[src/rtl/insn_fetch_sequencer.sv]
// Instruction fetch sequencer: pops opcode, optional ModRM, displacement and
// immediate bytes from a prefetch FIFO and presents them as decoded fields.
module insn_fetch_sequencer (
  input  logic        clk,
  input  logic        reset_n,
  input  logic        start,
  input  logic        flush,
  output logic        busy,
  output logic        complete,
  output logic        fifo_rd_en,
  input  logic [7:0]  fifo_rd_data,
  input  logic        fifo_empty,
  output logic [7:0]  opcode,
  input  logic        desc_has_modrm,
  input  logic [1:0]  desc_imm_size,
  output logic [7:0]  modrm,
  output logic [15:0] displacement,
  output logic [15:0] immediate
);

  typedef enum logic [2:0] {
    S_IDLE, S_OPCODE, S_DECODE, S_MODRM, S_DISP, S_IMM
  } state_t;

  state_t      state_q, state_d;
  logic [7:0]  opcode_q, opcode_d;
  logic [7:0]  modrm_q, modrm_d;
  logic [15:0] disp_q, disp_d;
  logic [15:0] imm_q, imm_d;
  logic [1:0]  cnt_q, cnt_d;
  logic [1:0]  disp_len_q, disp_len_d;
  logic [1:0]  imm_len_q, imm_len_d;
  logic        complete_q, complete_d;
  logic [1:0]  imm_len_dec;
  logic [1:0]  disp_len_dec;

  assign busy         = (state_q != S_IDLE);
  assign complete     = complete_q;
  assign opcode       = opcode_q;
  assign modrm        = modrm_q;
  assign displacement = disp_q;
  assign immediate    = imm_q;

  // Pop whenever a byte is wanted and one is available.
  assign fifo_rd_en = ~fifo_empty &
                      ((state_q == S_OPCODE) || (state_q == S_MODRM) ||
                       (state_q == S_DISP)   || (state_q == S_IMM));

  // Decoder immediate size with the reserved encoding folded to "none".
  assign imm_len_dec = (desc_imm_size == 2'd3) ? 2'd0 : desc_imm_size;

  // Displacement length implied by the ModRM byte at the FIFO head.
  always_comb begin
    disp_len_dec = 2'd0;
    if (fifo_rd_data[7:6] == 2'b01)
      disp_len_dec = 2'd1;
    else if (fifo_rd_data[7:6] == 2'b10)
      disp_len_dec = 2'd2;
    else if ((fifo_rd_data[7:6] == 2'b00) && (fifo_rd_data[2:0] == 3'b110))
      disp_len_dec = 2'd2;
  end

  // Next-state, field capture and completion logic; flush overrides all.
  always_comb begin
    state_d    = state_q;
    opcode_d   = opcode_q;
    modrm_d    = modrm_q;
    disp_d     = disp_q;
    imm_d      = imm_q;
    cnt_d      = cnt_q;
    disp_len_d = disp_len_q;
    imm_len_d  = imm_len_q;
    complete_d = 1'b0;

    case (state_q)
      S_IDLE: begin
        if (start) begin
          state_d  = S_OPCODE;
          opcode_d = 8'h00;
          modrm_d  = 8'h00;
          disp_d   = 16'h0000;
          imm_d    = 16'h0000;
        end
      end
      S_OPCODE: begin
        if (fifo_rd_en) begin
          opcode_d = fifo_rd_data;
          state_d  = S_DECODE;
        end
      end
      S_DECODE: begin
        imm_len_d = imm_len_dec;
        cnt_d     = 2'd0;
        if (desc_has_modrm)
          state_d = S_MODRM;
        else if (imm_len_dec != 2'd0)
          state_d = S_IMM;
        else begin
          state_d    = S_IDLE;
          complete_d = 1'b1;
        end
      end
      S_MODRM: begin
        if (fifo_rd_en) begin
          modrm_d    = fifo_rd_data;
          disp_len_d = disp_len_dec;
          cnt_d      = 2'd0;
          if (disp_len_dec != 2'd0)
            state_d = S_DISP;
          else if (imm_len_q != 2'd0)
            state_d = S_IMM;
          else begin
            state_d    = S_IDLE;
            complete_d = 1'b1;
          end
        end
      end
      S_DISP: begin
        if (fifo_rd_en) begin
          // Byte 0 is written sign-extended; byte 1 then replaces the top half.
          if (cnt_q == 2'd0)
            disp_d = {{8{fifo_rd_data[7]}}, fifo_rd_data};
          else
            disp_d[15:8] = fifo_rd_data;
          if ((cnt_q + 2'd1) == disp_len_q) begin
            cnt_d = 2'd0;
            if (imm_len_q != 2'd0)
              state_d = S_IMM;
            else begin
              state_d    = S_IDLE;
              complete_d = 1'b1;
            end
          end else begin
            cnt_d = cnt_q + 2'd1;
          end
        end
      end
      S_IMM: begin
        if (fifo_rd_en) begin
          if (cnt_q == 2'd0)
            imm_d = {{8{fifo_rd_data[7]}}, fifo_rd_data};
          else
            imm_d[15:8] = fifo_rd_data;
          if ((cnt_q + 2'd1) == imm_len_q) begin
            cnt_d      = 2'd0;
            state_d    = S_IDLE;
            complete_d = 1'b1;
          end else begin
            cnt_d = cnt_q + 2'd1;
          end
        end
      end
      default: state_d = S_IDLE;
    endcase

    if (flush) begin
      state_d    = S_IDLE;
      opcode_d   = 8'h00;
      modrm_d    = 8'h00;
      disp_d     = 16'h0000;
      imm_d      = 16'h0000;
      cnt_d      = 2'd0;
      disp_len_d = 2'd0;
      imm_len_d  = 2'd0;
      complete_d = 1'b0;
    end
  end

  // State, result and counter registers with asynchronous clear.
  always_ff @(posedge clk or negedge reset_n) begin
    if (!reset_n) begin
      state_q    <= S_IDLE;
      opcode_q   <= 8'h00;
      modrm_q    <= 8'h00;
      disp_q     <= 16'h0000;
      imm_q      <= 16'h0000;
      cnt_q      <= 2'd0;
      disp_len_q <= 2'd0;
      imm_len_q  <= 2'd0;
      complete_q <= 1'b0;
    end else begin
      state_q    <= state_d;
      opcode_q   <= opcode_d;
      modrm_q    <= modrm_d;
      disp_q     <= disp_d;
      imm_q      <= imm_d;
      cnt_q      <= cnt_d;
      disp_len_q <= disp_len_d;
      imm_len_q  <= imm_len_d;
      complete_q <= complete_d;
    end
  end

endmodule

[config.mk]
export PLATFORM = sky130hd
export DESIGN_NAME = insn_fetch_sequencer
export DESIGN_NICKNAME = d
export VERILOG_FILES = /design/src/rtl/insn_fetch_sequencer.sv
export SDC_FILE = /design/constraint.sdc
export NUM_CORES = 1
export LEC_CHECK = 0
export ABC_AREA = 1
export BUFFER_PORTS_ARGS = -buffer_cell sky130_fd_sc_hd__buf_2
export CORE_MARGIN = 8
export CORE_UTILIZATION = 45
export CTS_BUF_LIST = sky130_fd_sc_hd__clkbuf_8
export CTS_CLUSTER_SIZE = 24
export DETAILED_ROUTE_END_ITERATION = 8
export PLACE_DENSITY = 0.68
export SETUP_SLACK_MARGIN = 0.02
export SKIP_LAST_GASP = 1
export SLEW_MARGIN = 5
export SYNTH_ARGS = -nofsm -noshare
export SYNTH_HDL_FRONTEND = slang
export SYNTH_SLANG_ARGS = --single-unit
[constraint.sdc]
create_clock -name clk -period 2.65 [get_ports clk]
set_clock_uncertainty 0.1 [all_clocks]
set_input_delay 0.1325 -clock clk [delete_from_list [all_inputs] [get_ports clk]]
set_output_delay 0.1325 -clock clk [all_outputs]
set_load 0.005 [all_outputs]
==> flow_summary.ini <==
[grt]
antenna_found_initial = 0
grt.total_usage = 0.165
grt_pass1_vias = 2604
grt_pass1_wl_um = 12700
grt_max_degree = 35
grt-ovfl-total = 0

[clocking]
clock_path_buffers = 2
cts.sinks = 58
worst_setup_hold_path_clk_slew_ns = 0.06
cts_max_level = 3
clock_latency_ns = 0.34
cts_resized = 0
cts_buffers = 9
cts_root_buf = clkbuf_8
post-cts-setup-buffers = 0
cts_tree = done

[setup_path]
crit_type = reg -> reg
critical_path_required_ns = 2.82
cp.arrival_ns = 2.29
endpoint_kind = register
start_kind = register
crit_path_max_fanout = 25

[place]
dpl.cell_count = 500
hpwlAfterDp_um = 5760
post-place-ws_ns = 0.588
gp_congestion = 0.933
io_buffers = 66

[logic_synthesis]
synth_nets = 382
avgSynthCellArea_um2 = 8.34
yosysUniqueCellTypes = 30
syn_inst = 363
ys_seq_area_frac = 0.480
ys_warn_count = 0
syn-cell-area_um2 = 3030
ys_ff_latch = 58

[detailed_routing]
drt-pass1-iter-count = 4
drt_iter0_drc = 152
num_vias = 2655
routedWlPerCell_um = 14.8
ant_nets = 0
drt_wl_total_um = 7650
remaining_drc_errors = 0
via_per_inst = 5.13

[sta]
hold_ws_ns = 0.0137
slew_headroom = 0.577
finalCritPeriodShare = 0.798
fin_setup_tns_ns = 0
slew_viol_final = 0
fmaxAchievable_mhz = 473
fin_ws_ns = 0.536
tightest_slew_ns = 0.633
setup_viol = 0
rsz0062_at_grt = false
hold_viol = 0
period_needed_ns = 2.11

[floorplanning]
dieArea_um2 = 9610
die_y_um = 98.0
row_count = 30
start_util = 0.456
dieWidth_um = 98.0
ioPinCount = 67
core_area_um2 = 6640

[finish]
final_common_cell = nand2_1
nets = 453
layout_common_cells = nand2_1, buf_2, dfrtp_1
fin_cells = 518
drive_gt1_frac = 0.281
antennaDiodeCount = 0
syn2layout_area_growth_pct = 19.7

[power]
p_leak_nw = 1.97
power.density_nw_per_um2 = 931
vdd_drop_max_uv = 343

[outcome]
status = completed

[flow_run]
maxCapViolations = 0

[worst_hold_path]
hp-class = in -> reg
-- worst max-delay path, cell delays in order (launching register included) --
cell     delay, ns
dfrtp_1       0.49
inv_2         0.10
nand2_1       0.10
nand2_2       0.11
nand2_4       0.10
nand2_1       0.11
nand3_2       0.39
nor2_2        0.34
nand3_1       0.11
nand2_1       0.08
-- worst paths after layout --
kind	from	end	slack (ns)	cells after the start
setup / recovery	state_q[1]	immediate[3]	0.54	9
hold / removal	desc_has_modrm	complete	0.01	4
setup reg to reg	state_q[1]	immediate[3]	0.54	9
hold reg to reg	displacement[0]	displacement[0]	0.38	2
max in group asynchronous	reset_n	immediate[14]	1.38	3
min in group asynchronous	reset_n	opcode[1]	0.22	2
-- cell families after synthesis --
| group | count (synthesis) | synth area share |
|---|---|---|
| AO/OA/AOI/OAI | 70 | 0.135 |
| adder cells (fa/ha/maj) | 3 | 0.0124 |
| buffers and inverters | 43 | 0.0694 |
| flip-flops | 58 | 0.480 |
| AND/OR/NAND/NOR | 189 | 0.303 |
-- layout make-up --
type | count | area [um2]
timing repair buffer | 73 | 390
inverter | 30 | 113
clock buffer | 12 | 165
sequential | 58 | 1450
tap | 80 | 100
fill | 630 | 3020
clock inverter | 3 | 38.8
multi-input combinational | 262 | 1370
-- sequential cells by signal (all words and copies together), names as in the netlist --
name          flops
modrm             8
immediate        16
complete          1
imm_len_q         2
displacement     16
cnt_q             2
disp_len_q        2
state_q           3
opcode            8
-- Yosys cell counts (all sizes together) --
master  count  area [um2]
clkbuf      3        11.3
ha          3        37.5
nor2       31         186
nand4       5        31.3
a21oi      11        55.1
nand2     111         478
buf        10        86.3
nand3      38         195
o31ai       2        15.0
o21ai      55         305
dfrtp      58        1450
nand3b      1        7.51
inv        30         113
o211ai      2        33.8
nor3        3        20.0
-- per-layer routing --
layer	routed length, um	track usage	share of wire	vias up
met1	3370	0.201	0.44	1231
met4	137	0.0719	0.018	0
li1	-	-	-	1331
met3	625	0.0647	0.082	16
met5	0	0	0	-
met2	3510	0.252	0.46	77
-- timing repair --
item,in CTS,in global routing
hold buffers,3,0
endpoints found under the setup margin,0,0
endpoints found under the hold margin,26,0
-- metrics by stage --
step	power, W	instance area, um2	util
floorplan	0.00228	3030	-
global placement	0.00252	3390	0.510
detailed placement	0.00254	3390	0.510
global route	0.00361	3620	0.545
CTS	0.00340	3620	0.545
finish	0.00337	3620	0.545
-- power breakdown --
part	switching, W	total (W)	leakage, nW	internal [W]
combinational	0.000999	0.00142	1.06	0.000421
sequential	0.0000981	0.00111	0.801	0.00102
clock	0.000339	0.000840	0.110	0.000501
total	0.00144	0.00337	1.97	0.00194
(Power assumes the default switching activity.)
